===== src/rtl/jtag_pa.sv =====
`default_nettype none
`timescale 1ns/1ps
// ============================================================================
// Module      : jtag_pa (package)
// Description : Shared JTAG definitions. Holds the TAP state encodings, the
//               TAP state enum and a helper that tells whether a state lies
//               in the IR column.
// Revision    : 1.0 - initial release
// ============================================================================
package jtag_pa;

  // Width of the IR/DR shift registers used by the downstream stages
  localparam int unsigned REG_W = 8;

  // TAP state encodings (all 16 codes of the 4-bit space are used)
  localparam logic [3:0] c_ENC_TLR      = 4'h0;
  localparam logic [3:0] c_ENC_RTI      = 4'h1;
  localparam logic [3:0] c_ENC_SEL_DR   = 4'h2;
  localparam logic [3:0] c_ENC_CAP_DR   = 4'h3;
  localparam logic [3:0] c_ENC_SHIFT_DR = 4'h4;
  localparam logic [3:0] c_ENC_EXIT1_DR = 4'h5;
  localparam logic [3:0] c_ENC_PAUSE_DR = 4'h6;
  localparam logic [3:0] c_ENC_EXIT2_DR = 4'h7;
  localparam logic [3:0] c_ENC_UPD_DR   = 4'h8;
  localparam logic [3:0] c_ENC_SEL_IR   = 4'h9;
  localparam logic [3:0] c_ENC_CAP_IR   = 4'hA;
  localparam logic [3:0] c_ENC_SHIFT_IR = 4'hB;
  localparam logic [3:0] c_ENC_EXIT1_IR = 4'hC;
  localparam logic [3:0] c_ENC_PAUSE_IR = 4'hD;
  localparam logic [3:0] c_ENC_EXIT2_IR = 4'hE;
  localparam logic [3:0] c_ENC_UPD_IR   = 4'hF;

  typedef enum logic [3:0] {
    TLR      = c_ENC_TLR,
    RTI      = c_ENC_RTI,
    SEL_DR   = c_ENC_SEL_DR,
    CAP_DR   = c_ENC_CAP_DR,
    SHIFT_DR = c_ENC_SHIFT_DR,
    EXIT1_DR = c_ENC_EXIT1_DR,
    PAUSE_DR = c_ENC_PAUSE_DR,
    EXIT2_DR = c_ENC_EXIT2_DR,
    UPD_DR   = c_ENC_UPD_DR,
    SEL_IR   = c_ENC_SEL_IR,
    CAP_IR   = c_ENC_CAP_IR,
    SHIFT_IR = c_ENC_SHIFT_IR,
    EXIT1_IR = c_ENC_EXIT1_IR,
    PAUSE_IR = c_ENC_PAUSE_IR,
    EXIT2_IR = c_ENC_EXIT2_IR,
    UPD_IR   = c_ENC_UPD_IR
  } tap_state_t;

  // True for Select-IR-Scan through Update-IR
  function automatic logic isIrColumn(input tap_state_t state);
    return (state >= SEL_IR);
  endfunction

endpackage

`default_nettype wire


===== src/rtl/jtag_tapcontroller.sv =====
`default_nettype none
`timescale 1ns/1ps
// ============================================================================
// Module      : jtag_tapcontroller
// Description : IEEE 1149.1 TAP state machine. Advances on every rising TCK
//               edge under control of TMS and decodes one-hot state strobes
//               used as capture/shift/update enables by the IR/DR stages.
//               Optional: define JTAG_TAP_STATE_OUT_EN to expose the
//               registered state on o_state for debug.
// Revision    : 1.0 - initial release
// ============================================================================
module jtag_tapcontroller
  import jtag_pa::*;
(
  input  logic i_tclk,
  input  logic i_trst_n,
  input  logic i_tms,
  output logic o_stateIsTestLogicReset,
  output logic o_stateIsRunTestIdle,
  output logic o_stateIsCaptureDr,
  output logic o_stateIsShiftDr,
  output logic o_stateIsUpdateDr,
  output logic o_stateIsCaptureIr,
  output logic o_stateIsShiftIr,
  output logic o_stateIsUpdateIr,
  output logic o_selectIr,
  output logic o_tdoEn
`ifdef JTAG_TAP_STATE_OUT_EN
  ,
  output tap_state_t o_state
`endif
);

  tap_state_t r_state;
  tap_state_t w_next_state;

  // State register: synchronous active-low reset forces Test-Logic-Reset
  always_ff @(posedge i_tclk) begin
    if (!i_trst_n) r_state <= TLR;
    else           r_state <= w_next_state;
  end

  // Next-state logic: the standard TAP graph steered by TMS
  always_comb begin
    w_next_state = TLR;
    case (r_state)
      TLR:      w_next_state = i_tms ? TLR      : RTI;
      RTI:      w_next_state = i_tms ? SEL_DR   : RTI;
      SEL_DR:   w_next_state = i_tms ? SEL_IR   : CAP_DR;
      CAP_DR:   w_next_state = i_tms ? EXIT1_DR : SHIFT_DR;
      SHIFT_DR: w_next_state = i_tms ? EXIT1_DR : SHIFT_DR;
      EXIT1_DR: w_next_state = i_tms ? UPD_DR   : PAUSE_DR;
      PAUSE_DR: w_next_state = i_tms ? EXIT2_DR : PAUSE_DR;
      EXIT2_DR: w_next_state = i_tms ? UPD_DR   : SHIFT_DR;
      UPD_DR:   w_next_state = i_tms ? SEL_DR   : RTI;
      SEL_IR:   w_next_state = i_tms ? TLR      : CAP_IR;
      CAP_IR:   w_next_state = i_tms ? EXIT1_IR : SHIFT_IR;
      SHIFT_IR: w_next_state = i_tms ? EXIT1_IR : SHIFT_IR;
      EXIT1_IR: w_next_state = i_tms ? UPD_IR   : PAUSE_IR;
      PAUSE_IR: w_next_state = i_tms ? EXIT2_IR : PAUSE_IR;
      EXIT2_IR: w_next_state = i_tms ? UPD_IR   : SHIFT_IR;
      UPD_IR:   w_next_state = i_tms ? SEL_DR   : RTI;
      default:  w_next_state = TLR;
    endcase
  end

  // Moore output decode: strobes depend on the registered state only
  always_comb begin
    o_stateIsTestLogicReset = 1'b0;
    o_stateIsRunTestIdle    = 1'b0;
    o_stateIsCaptureDr      = 1'b0;
    o_stateIsShiftDr        = 1'b0;
    o_stateIsUpdateDr       = 1'b0;
    o_stateIsCaptureIr      = 1'b0;
    o_stateIsShiftIr        = 1'b0;
    o_stateIsUpdateIr       = 1'b0;
    case (r_state)
      TLR:      o_stateIsTestLogicReset = 1'b1;
      RTI:      o_stateIsRunTestIdle    = 1'b1;
      CAP_DR:   o_stateIsCaptureDr      = 1'b1;
      SHIFT_DR: o_stateIsShiftDr        = 1'b1;
      UPD_DR:   o_stateIsUpdateDr       = 1'b1;
      CAP_IR:   o_stateIsCaptureIr      = 1'b1;
      SHIFT_IR: o_stateIsShiftIr        = 1'b1;
      UPD_IR:   o_stateIsUpdateIr       = 1'b1;
      default:  ;
    endcase
    o_selectIr = isIrColumn(r_state);
    o_tdoEn    = (r_state == SHIFT_DR) || (r_state == SHIFT_IR);
  end

`ifdef JTAG_TAP_STATE_OUT_EN
  // Debug view of the registered state
  assign o_state = r_state;
`endif

endmodule

`default_nettype wire


===== config.mk =====
export PLATFORM = sky130hd
export DESIGN_NAME = jtag_tapcontroller
export DESIGN_NICKNAME = d
export VERILOG_FILES = /design/src/rtl/jtag_pa.sv /design/src/rtl/jtag_tapcontroller.sv
export SDC_FILE = /design/constraint.sdc
export NUM_CORES = 1
export LEC_CHECK = 0
export ABC_AREA = 1
export BUFFER_PORTS_ARGS = -buffer_cell sky130_fd_sc_hd__buf_2
export CAP_MARGIN = 20
export CORE_AREA = 3 3 40 42
export DETAILED_ROUTE_END_ITERATION = 8
export DIE_AREA = 0 0 43 45
export HOLD_SLACK_MARGIN = 0.02
export PLACE_DENSITY_LB_ADDON = 0.05
export SLEW_MARGIN = 10
export SYNTH_ARGS = -nofsm -noshare
export SYNTH_HDL_FRONTEND = slang
export SYNTH_SLANG_ARGS = --single-unit

===== constraint.sdc =====
create_clock -name i_tclk -period 1.24 [get_ports i_tclk]
set_clock_uncertainty 0.2 [all_clocks]
set_input_delay 0.124 -clock i_tclk [delete_from_list [all_inputs] [get_ports i_tclk]]
set_output_delay 0.124 -clock i_tclk [all_outputs]
set_load 0.05 [all_outputs]

==> key figures, run 1 <==
Outcome
  • Status: finished with violations
  • Failing checks: setup timing

Global routing
  • Vias in the first global route: around 570
  • All-layer global routing usage: 0.161
  • Initial antenna violation count: 0
  • First-pass GRT wire length: 2.39 mm
  • Largest net degree at the start of global routing: 9
  • Remaining global-route overflow: 0

Drt
  • DRT iter0 DRCs: 13
  • DR WL/cell: 10.6 um
  • Drc violations: 0
  • Total wire length: 1.34 mm
  • Final ANT Viol Nets: 0
  • Routed vias/inst: ~4.6
  • Drt pass-1 iters: 4
  • DR vias: slightly below 600

Worst setup path
  • Largest fanout on the critical path: 4
  • Crit end category: primary output
  • Crit Path Class: reg2out
  • Setup crit start: r_state[3]
  • Critical R2R Launch: r_state[3]
  • Worst Path Arrival: 1.21 ns
  • FF-to-FF setup slack: -0.24 ns
  • Crit-path cells: inv_4, nor2_4, inv_4, o22ai_4, buf_6
  • CP peak stage delay: 0.38 ns
  • Req. time, crit path: 0.92 ns
  • Crit path top cell by count: inv_4
  • Crit-path slowest cell: dfxtp_4
  • CP startpoint kind: flop

Logic synthesis
  • Top_reg_cell synth: dfxtp_1
  • Top post-synthesis cells by count: nand2_1 (26), inv_1 (12), nor2_1 (11)
  • Post-Synth Adder-Cell Area: 0
  • Simple-Gate Fraction of Synth Area: 0.513
  • Most common cell in the netlist: nand2_1
  • Syn Std Cell Area: 429 um^2
  • Compound-Gate Fraction of Synth Area: 0.131
  • Largest family of logic cells by synthesized area: simple AND/OR/NAND/NOR gates
  • Ys async rst share: 0
  • Number of synthesized register bits: 4
  • Yosys warns: 0
  • Post-synth EDFFs: 0
  • Syn_nets: 83
  • Synth top area share: 0.227
  • Post-synth cell types: 20
  • Synth Area in XOR/XNOR: 0
  • Mapped Cells: 80
  • Seq/Total Area, Yosys: 0.187
  • Multiplexer share of the synthesized area: 0
  • Dominant cells by area after synthesis: nand2_1 (23%), dfxtp_1 (19%), inv_1 (10%)
  • Post-synth top area cell: nand2_1
  • Syn Area/Cell: 5.36 um^2

Pwr
  • Leakage: 0.426 nW
  • Pwr Density: roughly 600 nW/um^2
  • Peak VDD IR: between 0.0003 and 0.0004 V
  • Overall power: 535 uW

Timing
  • Final Max Slew Viols: 0
  • RSZ-0062 raised after global routing: yes
  • Final min period: 1.53 ns
  • Hold WS: 0.0340 ns
  • Sum of negative setup slack: -3.17 ns
  • # setup viols final: 14
  • Setup ws final: -0.290 ns
  • Final period util: 1.23
  • Measured slew at the worst slew-check pin: 0.215 ns
  • Final Hold Fails: 0
  • Max Clk Rate: 654 MHz
  • Max transition margin: 0.857

Placement
  • Post-DP HPWL: 1.02 mm
  • Dpl cell area: around 670 um^2
  • Gpl congestion: 0.799
  • IO Port Bufs: 12

Cells and area
  • Area delta synth->final: 103%
  • Largest register FFs: 4
  • Largest regs: r_state (4)
  • Nets: approximately 120
  • Antenna diodes: 0
  • Share of cells above drive strength 1: 0.613
  • Top reg by flops: r_state
  • Final Cell Area: between 800 and 900 um^2

Clock tree
  • CTS tree: done
  • CTS H-tree lvls: 1
  • Clock Sinks: 4
  • Worst-path clk slew: 0.03 ns
  • Skew-Pair Late Insertion Delay: approximately 0.24 ns
  • Total CTS buffers: 3
  • Clk buf depth: 2
  • Root buffer cell: clkbuf_4

Die
  • Die height: between 40 and 50 um
  • IO Pins: 13
  • Starting density of the core: 0.334
  • Row count: 13
  • Die extent in x: 43 um
  • Total die area: 1940 um^2
  • Core area: 1280 um^2

Run
  • Maxcap violations: 0

Worst hold path
  • Hold_sp: i_tms
  • HP Class: in2reg
[power by group]
group	internal (mW)	switching (mW)	leakage [nW]
registers	0.132	0.0161	0.0356
logic	0.0928	0.132	0.376
clock network	0.108	0.0544	0.0138
[what timing repair did]
action	CTS	global route
hold endpoints to repair	2	0
pin swaps	1	7
resized for setup	27	8
hold buffers	1	0
setup endpoints to repair	14	14
buffers inserted	5	3
[critical path: cells and delay by family, from the launching register on]
| kind | cells | cell delay [ns] |
|---|---|---|
| compound gates | 1 | 0.14 |
| buf+inv | 3 | 0.29 |
| flops | 1 | 0.38 |
| simple gates | 1 | 0.16 |
[logic make-up (layout without fill, tap and decap cells)]
logic type / after synthesis / count (layout)
compound gates: 9 / 9
buf+inv: 18 / 49
flops: 4 / 4
simple gates: 49 / 49
[layout by cell type, fill, tap and decap left out, types with 2 or more instances in the layout]
cell	count
inv_4	3
nor2_4	7
inv_2	3
nand2_2	4
inv_1	6
buf_8	2
buf_2	2
o21ai_2	2
clkinvlp_4	4
clkbuf_4	3
nor2_1	6
nor2_2	2
a21oi_1	2
dfxtp_4	4
nand2_1	21
buf_6	11
nand2_4	2
buf_4	14
nand3_1	4
[through the flow]
| step | setup WS, ns | util | instances |
|---|---|---|---|
| finish | -0.290 | 0.679 | 126 |
| global placement | -0.132 | 0.523 | 115 |
| global route | -0.344 | 0.679 | 126 |
| detailed placement | -0.126 | 0.523 | 115 |
| floorplan | -0.149 | - | 80 |
| CTS | -0.290 | 0.646 | 124 |
[metal layers]
metal / GRT usage / vias to the layer above / wire, um
met2: 0.287 / 13 / 685
met4: 0.0542 / 0 / 0
li1: - / 311 / -
met3: 0.0279 / 0 / 47
met5: 0 / - / 0
met1: 0.195 / 259 / 601
[final cells by class]
cell class	instances	area [um^2]
clock buffer	3	22.5
fill	110	413
inverter	16	82.6
multi-input combinational	58	374
sequential	4	95.1
tap	15	18.8
timing repair buffer	30	279
[path summary, 6_finish.rpt]
check                             endpoint  cells past startpoint
worst max-delay path               o_tdoEn                      5
worst min-delay path            r_state[2]                      3
worst max register to register  r_state[3]                      8
worst min register to register  r_state[1]                      5
Power figures use the tool's default switching activity.
==> run 2: changes to the inputs <==
--- a/config.mk
+++ b/config.mk
@@ -12,7 +12,7 @@
 export DETAILED_ROUTE_END_ITERATION = 8
 export DIE_AREA = 0 0 43 45
 export HOLD_SLACK_MARGIN = 0.02
-export PLACE_DENSITY_LB_ADDON = 0.05
+export PLACE_DENSITY = 0.66
 export SLEW_MARGIN = 10
 export SYNTH_ARGS = -nofsm -noshare
 export SYNTH_HDL_FRONTEND = slang
==> run 2 against run 1 <==
  * The flow still finishes with violations (setup timing)
  * Power rose by 4.3%
  * First-iteration DRC count down 38%
  * Clock-buffer cell count unchanged
  * Die area unchanged
  * Clock power is essentially flat
  * Largest power group unchanged
  * Routed wire length increased by 24%
  * Largest cell class unchanged
  * Final area increased by 8.9%
  * Register-to-register slack gained 0.03 ns
  * Critical path depth unchanged
  * Sequential cell count did not move
  * Via count grew 9.4%
  * Sequential power about the same
==> key figures, run 2 (synthesis gave the netlist of run 1 again) <==
Outcome
  • Status: finished with violations
  • Failing checks: setup timing

Worst setup path
  • Req. time, crit path: slightly above 0.9 ns
  • CP startpoint kind: flop
  • Largest fanout on the critical path: 5
  • Crit Path Class: reg2out
  • Worst Path Arrival: 1.23 ns
  • Reg2Reg Depth: 8
  • Crit end category: primary output

Die
  • Total die area: 1940 um^2
  • IO Pins: 13
  • Die extent in x: roughly 43 um
  • Row count: 13
  • Die height: 45 um
  • Core area: between 1000 and 1500 um^2
  • Starting density of the core: 0.334

Global routing
  • Initial antenna violation count: 0
  • Remaining global-route overflow: 0
  • First-pass GRT wire length: 2.50 mm
  • All-layer global routing usage: 0.168
  • Largest net degree at the start of global routing: 8
  • Vias in the first global route: between 600 and 700

Pwr
  • Pwr Density: 588 nW/um^2
  • Peak VDD IR: 0.000607 V
  • Leakage: 0.451 nW

Timing
  • RSZ-0062 raised after global routing: yes
  • Setup ws final: -0.315 ns
  • Final Hold Fails: 0
  • Final Max Slew Viols: 0
  • Final min period: 1.55 ns
  • Max Clk Rate: around 640 MHz
  • Max transition margin: 0.837
  • Final period util: 1.25
  • Measured slew at the worst slew-check pin: approximately 0.24 ns
  • # setup viols final: 14

Drt
  • DR vias: 638
  • DR WL/cell: ~13 um
  • DRT iter0 DRCs: 8
  • Drt pass-1 iters: 4
  • Final ANT Viol Nets: 0
  • Total wire length: 1.65 mm
  • Routed vias/inst: ~4.9
  • Drc violations: 0

Cells and area
  • Share of cells above drive strength 1: 0.664
  • Largest register FFs: 4
  • Largest regs: r_state (4)
  • Nets: 121
  • Antenna diodes: 0
  • Commonest cells after routing, fill and taps aside: nand2_1 (18), buf_4 (17), buf_6 (10)
  • Commonest non-fill, non-tap cell in the layout: nand2_1
  • Final Cell Area: between 900 and 1000 um^2
  • Top reg by flops: r_state
  • Area delta synth->final: 121%

Placement
  • Post-DP HPWL: 1.00 mm
  • IO Port Bufs: 12
  • Gpl congestion: 0.904
  • Dpl cell area: roughly 670 um^2
  • Place WS: -0.118 ns

Clock tree
  • CTS tree: done
  • Clk buf depth: 2
  • Worst-path clk slew: 0.04 ns
  • Root buffer cell: clkbuf_4
  • Skew-Pair Late Insertion Delay: 0.24 ns
  • Total CTS buffers: 3
  • CTS H-tree lvls: 1
  • Clock Sinks: 4

Run
  • Maxcap violations: 0

Worst hold path
  • HP Class: in2reg
  • WHS Path Cells: 4
## run 2: critical path, stage by stage (launching register included)
cell and delay [ns]:
dfxtp_4 0.36, nor2_2 0.19, buf_6 0.16, nand2_2 0.06, clkinvlp_4 0.08, buf_6 0.15
## run 2: per-layer routing
| layer | vias up | share of wire | global-route usage |
|---|---|---|---|
| li1 | 319 | - | - |
| met1 | 288 | 0.43 | 0.167 |
| met5 | - | 0 | 0 |
| met2 | 29 | 0.50 | 0.332 |
| met4 | 0 | 0.011 | 0.0422 |
| met3 | 2 | 0.056 | 0.0558 |
## run 2: through the flow
step                instances  total power, mW  hold WS (ns)   util  TNS (ns)
floorplan                  80            0.282         0.102      -    -0.395
global placement          115            0.323         0.233  0.523    -0.915
detailed placement        115            0.325         0.236  0.523     -1.02
CTS                       126            0.538        0.0446  0.681     -2.97
global route              131            0.593         0.105  0.739     -4.13
finish                    131            0.558        0.0553  0.739     -3.42
## run 2: worst paths after layout
| path | endpoint | slack (ns) | from |
|---|---|---|---|
| worst max-delay path | o_stateIsTestLogicReset | -0.31 | r_state[2] |
| worst min-delay path | r_state[0] | 0.06 | i_tms |
| worst max register to register | r_state[1] | -0.21 | r_state[3] |
| worst min register to register | r_state[3] | 0.58 | r_state[0] |
## run 2: cell type report
| class | count | area [um^2] |
|---|---|---|
| timing repair buffer | 35 | 330 |
| sequential | 4 | 95.1 |
| fill | 87 | 335 |
| clock buffer | 3 | 22.5 |
| multi-input combinational | 58 | 395 |
| tap | 15 | 18.8 |
| inverter | 16 | 87.6 |
## run 2: power breakdown
group,switching [mW],internal (mW)
clock,0.0541,0.108
sequential,0.0192,0.132
combinational,0.141,0.103
total,0.214,0.344
## run 2: timing repair
action,4_1_cts,5_1_grt
pin swaps,12,11
hold buffers,2,0
resized for setup,36,13
setup endpoints to repair,14,14
setup buffers,6,7
endpoints found under the hold margin,2,0
gates cloned,0,0
==> run 3: changes to the inputs <==
--- a/config.mk
+++ b/config.mk
@@ -8,11 +8,13 @@
 export ABC_AREA = 1
 export BUFFER_PORTS_ARGS = -buffer_cell sky130_fd_sc_hd__buf_2
 export CAP_MARGIN = 20
-export CORE_AREA = 3 3 40 42
+export CELL_PAD_IN_SITES_DETAIL_PLACEMENT = 1
+export CELL_PAD_IN_SITES_GLOBAL_PLACEMENT = 1
+export CORE_MARGIN = 3
+export CORE_UTILIZATION = 27
 export DETAILED_ROUTE_END_ITERATION = 8
-export DIE_AREA = 0 0 43 45
 export HOLD_SLACK_MARGIN = 0.02
-export PLACE_DENSITY = 0.66
+export PLACE_DENSITY = 0.79
 export SLEW_MARGIN = 10
 export SYNTH_ARGS = -nofsm -noshare
 export SYNTH_HDL_FRONTEND = slang
==> run 3 against run 2 <==
  * The run still ends with setup timing left
  * Worst hold slack lost 0.029 ns
  * Via count up 2.0%
  * Sequential cell count unchanged
  * Combinational power up 4%
  * Utilization shrank 10 points
  * Clock power hardly changed
  * Non-clock buffer count shrank 4
  * First-iteration DRC count increased by 38%
  * Sequential power barely moved
  * Register-to-register slack about the same
  * Power rose by 1.3%
  * Maximum frequency is 0.76% lower
  * Critical endpoint is now o_stateIsCaptureIr
  * Largest cell class unchanged
==> key figures, run 3 (synthesis gave the netlist of run 1 again) <==
Cells and area
  • Antenna diodes: 0
  • Commonest cells after routing, fill and taps aside: nand2_1 (20), buf_4 (15), buf_6 (10)
  • Top reg by flops: r_state
  • Commonest non-fill, non-tap cell in the layout: nand2_1
  • Finished Layout Cells: 127
  • Area delta synth->final: 108%
  • Reg area: 95.1 um^2
  • Largest register FFs: 4
  • Nets: between 100 and 150
  • Largest regs: r_state (4)
  • Multi-input gate area: around 380 um^2
  • Layout filler cell count: 178
  • Share of cells above drive strength 1: 0.634

Worst setup path
  • Largest fanout on the critical path: 4
  • Worst Path Arrival: 1.24 ns
  • CP peak stage delay: slightly below 0.4 ns
  • CP bufs+invs: 3
  • CP startpoint kind: flop
  • Worst R2R End: r_state[1]
  • Setup crit start: r_state[3]
  • Crit path depth: 5
  • Worst setup endpoint: o_stateIsCaptureIr
  • Crit path top cell by count: inv_4
  • Crit Path Class: reg2out
  • Crit-path cells: inv_4, nor2_4, inv_4, nor3_4, buf_6
  • Crit end category: primary output
  • Crit-path slowest cell: dfxtp_4
  • Req. time, crit path: 0.92 ns
  • Worst path top cell family by delay: flip-flops
  • Critical R2R Launch: r_state[2]
  • FF-to-FF setup slack: -0.21 ns
  • Reg2Reg Depth: 7

Global routing
  • Vias in the first global route: between 600 and 700
  • Largest net degree at the start of global routing: 10
  • First-pass GRT wire length: 2.72 mm
  • Remaining global-route overflow: 0
  • All-layer global routing usage: 0.183
  • Initial antenna violation count: 0

Placement
  • IO Port Bufs: 12
  • Placed cell count: around 120
  • Gpl congestion: a little over 0.8
  • Place WS: -0.130 ns
  • Post-DP HPWL: 1.28 mm

Timing
  • RSZ-0062 raised after global routing: yes
  • Final Max Slew Viols: 0
  • Max transition margin: 0.801
  • # setup viols final: 14
  • Final period util: 1.26
  • Final min period: 1.57 ns
  • Max Clk Rate: 638 MHz
  • Measured slew at the worst slew-check pin: approximately 0.30 ns
  • Final Hold Fails: 0
  • Setup ws final: -0.326 ns

Drt
  • DR vias: 651
  • Drt pass-1 iters: 4
  • Final ANT Viol Nets: 0
  • Drc violations: 0
  • DRT iter0 DRCs: 11
  • Total wire length: about 2.1 mm
  • DR WL/cell: 16.6 um
  • Routed vias/inst: 5.13

Pwr
  • Switching power: 223 uW
  • Combinational share of power: 0.451
  • Leakage: 0.432 nW
  • Seq pwr share: 0.268
  • Clock power share: 0.281
  • Internal Pwr Total: ~340 uW
  • Net Sw Frac: 0.395
  • Peak VDD IR: 0.000468 V
  • Pwr Density: 632 nW/um^2

Die
  • IO Pins: 13
  • Total die area: 2100 um^2
  • Die height: 45.9 um
  • Row count: 13
  • Starting density of the core: 0.307
  • Core area: 1400 um^2
  • Die extent in x: 45.9 um

Outcome
  • Status: finished with violations
  • Failing checks: setup timing

Clock tree
  • Clk buf depth: 2
  • Worst-path clk slew: roughly 0.040 ns
  • Root buffer cell: clkbuf_4
  • Skew-Pair Late Insertion Delay: 0.23 ns
  • CTS H-tree lvls: 1
  • Clock Sinks: 4
  • Total CTS buffers: 3
  • CTS tree: done

Worst hold path
  • HP Class: in2reg

Run
  • Maxcap violations: 0
## run 3: worst register-to-register path: stages (launching register included)
cell	delay [ns]
dfxtp_4	0.36
nor2_2	0.17
buf_6	0.14
nand2_2	0.07
buf_4	0.13
nand3_1	0.09
nand2_1	0.07
a21oi_1	0.14
## run 3: worst min path at each step
stage	from	end	slack, ns	cells after the start
3_3_place_gp	i_trst_n	r_state[1]	0.22	3
2_1_floorplan	i_trst_n	r_state[3]	0.10	2
5_1_grt	i_tms	r_state[2]	0.04	3
6_report	i_tms	r_state[2]	0.03	3
3_5_place_dp	i_trst_n	r_state[1]	0.24	3
4_1_cts	i_tms	r_state[2]	0.03	3
## run 3: what timing repair did
action                                 CTS  global route
endpoints found under the hold margin    1             0
buffers inserted                         4             4
hold buffers                             1             0
resized for setup                       26            14
setup endpoints to repair               14            14
cloned                                   0             0
pin swaps                                4             6
## run 3: power groups by stage
stage / registers, mW / clock network (mW) / logic, mW
floorplan: 0.144 / 0 / 0.138
global placement: 0.153 / 0 / 0.176
detailed placement: 0.155 / 0 / 0.180
CTS: 0.153 / 0.160 / 0.215
global route: 0.153 / 0.177 / 0.271
finish: 0.152 / 0.159 / 0.255
## run 3: cell type report
cell class	count	area share
clock buffers	3	0.0252
inverters	16	0.0951
multi-input cells	58	0.428
flip-flops and latches	4	0.106
well taps	15	0.0210
repair buffers	31	0.324
## run 3: stage by stage
stage                     instance area [um^2]  utilization  hold slack [ns]  setup TNS [ns]  total power [mW]
after floorplan                            534            -            0.102          -0.395             0.282
after global placement                     679        0.486            0.222           -1.02             0.329
after detailed placement                   679        0.486            0.238           -1.22             0.335
after CTS                                  812        0.581           0.0251           -2.97             0.528
after global routing                       895        0.640           0.0398           -4.01             0.601
final                                      895        0.640           0.0262           -3.24             0.565
## run 3: metal layers
layer | track usage | wire, um | vias to the layer above
met5 | 0 | 0 | -
met4 | 0.0341 | 82 | 0
met3 | 0.0237 | 86 | 10
met2 | 0.349 | 1030 | 25
met1 | 0.212 | 905 | 301
li1 | - | - | 315
